==> src/rtl/vga_line_fetch.sv <==
// vga_line_fetch: ping-pong line prefetch from a 3bpp framebuffer (mem_rd_req/mem_addr/mem_rd_ack/mem_rdata) to registered VGA_RED/GREEN/BLUE aligned to hor_count/ver_count, sticky underrun
module vga_line_fetch #(
  parameter int H_ACTIVE  = 800,
  parameter int H_TOTAL   = 976,
  parameter int V_ACTIVE  = 480,
  parameter int V_TOTAL   = 528,
  parameter int PIX_PER_W = 8,
  parameter int ADDR_W    = 16
) (
  input  logic                   CLOCK_PIXEL,
  input  logic                   RESET,
  input  logic [10:0]            hor_count,
  input  logic [9:0]             ver_count,
  output logic                   mem_rd_req,
  output logic [ADDR_W-1:0]      mem_addr,
  input  logic                   mem_rd_ack,
  input  logic [3*PIX_PER_W-1:0] mem_rdata,
  output logic                   VGA_RED,
  output logic                   VGA_GREEN,
  output logic                   VGA_BLUE,
  output logic                   underrun
);
  localparam int WPL = H_ACTIVE / PIX_PER_W;
  localparam int WW  = $clog2(WPL);
  localparam int SW  = $clog2(3 * PIX_PER_W);
  typedef enum logic [1:0] {IDLE, REQ, DONE} state_t;
  state_t state, state_nx;
  logic [WW-1:0] word, rd_word;
  logic [SW-1:0] rd_sh;
  logic [9:0] tgt_line;
  logic [1:0] valid;
  logic disp, tgt, fetch_line, trig, deadline, take, active;
  logic [3*PIX_PER_W-1:0] line_buf [2][WPL];
  logic [3*PIX_PER_W-1:0] rd_data;
  assign fetch_line = (ver_count < 10'(V_ACTIVE - 1)) || (ver_count == 10'(V_TOTAL - 1));
  assign trig       = (state == IDLE) && (hor_count == 11'd0) && fetch_line;
  assign deadline   = hor_count == 11'(H_TOTAL - 1);
  assign take       = (state == REQ) && mem_rd_ack && !deadline;
  assign tgt_line   = (ver_count == 10'(V_TOTAL - 1)) ? 10'd0 : ver_count + 10'd1;
  assign mem_rd_req = state == REQ;
  assign rd_word    = WW'(hor_count / 11'(PIX_PER_W));
  assign rd_sh      = SW'(hor_count % 11'(PIX_PER_W)) * SW'(3);
  assign rd_data    = line_buf[disp][rd_word];
  assign active     = (hor_count < 11'(H_ACTIVE)) && (ver_count < 10'(V_ACTIVE)) && valid[disp];
  always_comb begin
    state_nx = (state == DONE) ? IDLE
             : (state == REQ)  ? (deadline ? IDLE : (take && word == WW'(WPL - 1)) ? DONE : REQ)
             : (trig ? REQ : IDLE);
  end
  always_ff @(posedge CLOCK_PIXEL) begin
    if (RESET) state <= IDLE;
    else state <= state_nx;
  end
  always_ff @(posedge CLOCK_PIXEL) begin
    if (RESET) begin
      mem_addr <= '0;
      valid    <= '0;
      disp     <= 1'b0;
      tgt      <= 1'b0;
      word     <= '0;
      underrun <= 1'b0;
      {VGA_RED, VGA_GREEN, VGA_BLUE} <= 3'b0;
    end else begin
      if (trig) begin
        word        <= '0;
        tgt         <= ~disp;
        valid[~disp] <= 1'b0;
        mem_addr    <= ADDR_W'(32'(tgt_line) * WPL);
      end
      if (take) begin
        word     <= word + 1'b1;
        mem_addr <= mem_addr + 1'b1;
      end
      if (state == REQ && deadline) underrun <= 1'b1;
      if (state == DONE) valid[tgt] <= 1'b1;
      if (deadline && fetch_line) disp <= ~disp;
      {VGA_RED, VGA_GREEN, VGA_BLUE} <= active ? rd_data[rd_sh +: 3] : 3'b0;
    end
  end
  always_ff @(posedge CLOCK_PIXEL) begin
    if (take) line_buf[tgt][word] <= mem_rdata;
  end
endmodule
==> config.mk <==
export PLATFORM = sky130hd
export DESIGN_NAME = vga_line_fetch
export DESIGN_NICKNAME = d
export VERILOG_FILES = /design/src/rtl/vga_line_fetch.sv
export SDC_FILE = /design/constraint.sdc
export NUM_CORES = 2
export LEC_CHECK = 0
export BUFFER_PORTS_ARGS = -buffer_cell sky130_fd_sc_hd__buf_2
export CORE_ASPECT_RATIO = 1.5
export CORE_MARGIN = 2
export CORE_UTILIZATION = 56
export CTS_BUF_LIST = sky130_fd_sc_hd__clkbuf_8
export CTS_CLUSTER_SIZE = 40
export DETAILED_ROUTE_END_ITERATION = 7
export HOLD_SLACK_MARGIN = 0.02
export PLACE_DENSITY = 0.72
export SETUP_SLACK_MARGIN = 0.5
export SYNTH_ARGS = -nofsm -noshare
export SYNTH_HDL_FRONTEND = slang
export SYNTH_MEMORY_MAX_BITS = 65536
export SYNTH_SLANG_ARGS = --single-unit
==> constraint.sdc <==
create_clock -name CLOCK_PIXEL -period 10.3 [get_ports CLOCK_PIXEL]
set_clock_uncertainty 0.05 [all_clocks]
set_input_delay 0.515 -clock CLOCK_PIXEL [delete_from_list [all_inputs] [get_ports CLOCK_PIXEL]]
set_output_delay 0.515 -clock CLOCK_PIXEL [all_outputs]
set_load 0.03 [all_outputs]
==> reports/qor.csv <==
stage,metric,value,unit
outcome,status,finished with violations,
outcome,violations,"DRC, capacitance limit, slew limit",
floorplan,design.core.area,334000,µm²
finish,design_area,206000,µm²
yosys,synth.top_cell.area_share,76.9,%
clock_network,cts_tree,done,
timing,fin_crit_sh,61.4,%
yosys,synth_edf_count,4800,
finish,fill_cells,22600,
power_and_ir_drop,power_density,179,nW/µm²
placement,placement.io_buffers,68,
grt,grtUsageTotal,32.3,%
critical_path,r2r-end,VGA_RED,
finish,final_common_cell,edfxtp_1,
hold_path,min_from,hor_count[8],
critical_path,start_kind,register,
yosys,synth.distinct_cells,85,
floorplan,dieArea,339000,µm²
yosys,netlist_area,187000,µm²
yosys,syn_inst,8550,
placement,postPlaceCellArea,194000,µm²
clock_network,clk-insertion-delay-late,1.18,ns
timing,slew_headroom,-8.90,%
yosys,synth-async-reset-ratio,0,%
finish,area_growth_syn_to_layout,10.1,%
yosys,synth_fp_nets,8636,
routing,drt_pass1_iterations,8,
yosys,syn_area_per_cell,21.9,µm²
critical_path,endpoint,VGA_RED,
critical_path,r2r_setup_slack,3.98,ns
timing,worstMarginPinSlew,1.63,ns
clock_network,cts_sinks,4834,
yosys,synth_top_area_cell,edfxtp_1,
yosys,dominantRegCellSynth,edfxtp_1,
timing,fmax,0.158,GHz
yosys,yosysSeqAreaShare,77.3,%
grt,antenna_found_initial,38,
clock_network,cts_root_buffer,clkbuf_8,
finish,drive_gt1_share,27.1,%
power_and_ir_drop,p_leak,63.2,nW
grt,grt_max_degree,114,
routing,totalWireLength,551,mm
routing,remaining_drc_errors,1,
floorplan,initial_core_util,56.1,%
routing,routedWlPerCell,38.8,µm
timing,hold-worst-slack,0.0581,ns
yosys,ys_ff_latch,4834,
critical_path,cp_data_arrival_time,7.32,ns
routing,drtIter0Drc,15700,
routing,drtAntennaViolNets,0,
floorplan,die_height,712,µm
floorplan,fp-row-count,260,
floorplan,ios,69,
grt,grt_overflow,0,
clock_network,post_cts_buffers,0,
routing,via_per_inst,6.93,
power_and_ir_drop,vdd_ir_drop_max,137,µV
timing,period_needed,6.32,ns
finish,mostFrequentLayoutCells,"edfxtp_1, mux4_2, clkbuf_8, mux2i_1, buf_4",
clock_network,htree_levels,6,
placement,dpl.cell_count,13000,
timing,hold_violations,0,
critical_path,timing_worst_setup_path_type,reg -> reg,
critical_path,required,11.30,ns
placement,dp_hpwl,328,mm
floorplan,die_x,476,µm
timing,maxSlewViolCount,4,
clock_network,cts.clk_slew.worst_paths,0.07,ns
timing,setup-tns-final,0,ns
grt,grt_pass1_wl,761,mm
placement,gp_congestion,0.976,
critical_path,cp-end-kind,register,
yosys,yosysWarnings,0,
clock_network,cts_buffer_depth,4,
finish,nets,9304,
hold_path,holdCritPathClass,in -> reg,
clock_network,numCtsBuffers,662,
critical_path,reg2reg_depth,11,
timing,rsz0062_at_grt,false,
yosys,synth_area_leaders,"edfxtp_1, mux4_2, mux2i_1, a22oi_1, nor2_1",
routing,route.vias.total,98400,
job,drv_cap,3,
critical_path,cp_max_fo,101,
finish,final_cells,14200,
timing,setup_violations,0,
grt,first_global_vias,96800,
[state kept, by name, indices dropped and copies added (netlist names), named ones only]
| name | flops |
|---|---|
| tgt | 1 |
| valid | 2 |
| word | 7 |
| line_buf | 4800 |
| VGA_GREEN | 1 |
| state | 2 |
| mem_addr | 16 |
| disp | 1 |
| underrun | 1 |
| VGA_BLUE | 1 |
| VGA_RED | 1 |
[metrics by stage]
step | total power, mW | worst slack, ns | utilization, %
final | 36.9 | 3.98 | 61.8
after global routing | 37.7 | 3.95 | 61.8
after CTS | 36.9 | 4.22 | 61.8
after detailed placement | 23.6 | 4.60 | 58.1
after global placement | 23.5 | 4.63 | 58.1
after floorplan | 22.6 | 6.18 | -
[repair_timing]
action,4_1_cts,5_1_grt
resized for setup,0,0
hold buffers,32,0
hold endpoints to repair,1187,0
[layout make-up]
type / count / area (µm²) / area share (%)
Antenna cell: 22 / 55.1 / 0.0267
Sequential cell: 4834 / 145000 / 70.2
Clock buffer: 682 / 9390 / 4.55
Inverter: 36 / 145 / 0.0704
Timing Repair Buffer: 501 / 4030 / 1.95
Multi-Input combinational cell: 3183 / 39700 / 19.2
Clock inverter: 488 / 2570 / 1.24
Tap cell: 4454 / 5570 / 2.70
[cell usage after synthesis, types with 12 or more instances]
library cell	instances
nor2_1	292
o22ai_1	92
nand2b_1	19
buf_8	30
buf_6	60
buf_1	23
mux2i_1	405
a221oi_1	42
o211ai_1	13
dfxtp_1	34
mux2_2	26
mux4_2	1070
clkbuf_1	156
a211oi_1	92
buf_2	156
a311oi_1	13
xnor2_1	14
a21oi_1	161
nand4_1	12
buf_12	29
a22oi_1	168
nand2_1	186
mux4_1	12
nor3_1	48
and2_1	13
inv_1	34
nor4_1	16
edfxtp_1	4800
a2111oi_0	16
a31oi_1	33
nor2b_1	33
nand3_1	61
o21ai_0	85
a22o_1	31
buf_4	42
ha_1	33
o221ai_1	64
[routing by layer]
metal | share of wire [%] | track usage, % | vias up
li1 | - | - | 37600
met1 | 32 | 40.1 | 51000
met2 | 47 | 50.3 | 7974
met3 | 13 | 8.24 | 1859
met4 | 8.4 | 22.4 | 22
met5 | 0.026 | 0 | -
[how the worst min path moves through the flow]
stage	end	slack, ns	depth (start not counted)
CTS	underrun	0.02	5
finish	underrun	0.06	5
global placement	valid[1]	0.42	2
detailed placement	valid[1]	0.43	2
global route	VGA_BLUE	0.06	4
floorplan	valid[1]	0.40	2
[kinds of logic (layout without fill, tap and decap cells)]
group / after synthesis / in the layout / share of synthesized area, %
simple gates: 725 / 725 / 1.74
compound gates: 883 / 883 / 3.28
other cells: 0 / 22 / 0
flops: 4834 / 4834 / 77.3
buf+inv: 533 / 1707 / 1.93
fa+ha+maj: 38 / 38 / 0.274
xor+xnor: 21 / 21 / 0.0982
mux: 1516 / 1516 / 15.4
[where the power goes]
part / switching, mW / internal [mW]
Clock: 7.09 / 6.59
Combinational: 1.22 / 0.382
Sequential: 0.0000675 / 21.6
Total: 8.31 / 28.6
[critical path, cell delays in order (launching register included)]
cell and delay [ns]:
dfxtp_4 0.83, buf_12 0.53, buf_12 0.65, mux4_2 0.64, a22o_1 0.27, a211oi_1 0.65, o21ai_0 0.63, nor4_1 0.54
o21ai_0 0.17, o311ai_1 0.13, o41ai_1 0.11, dlygate4sd3_1 0.60
No activity file was read; power rests on OpenSTA's default activity.
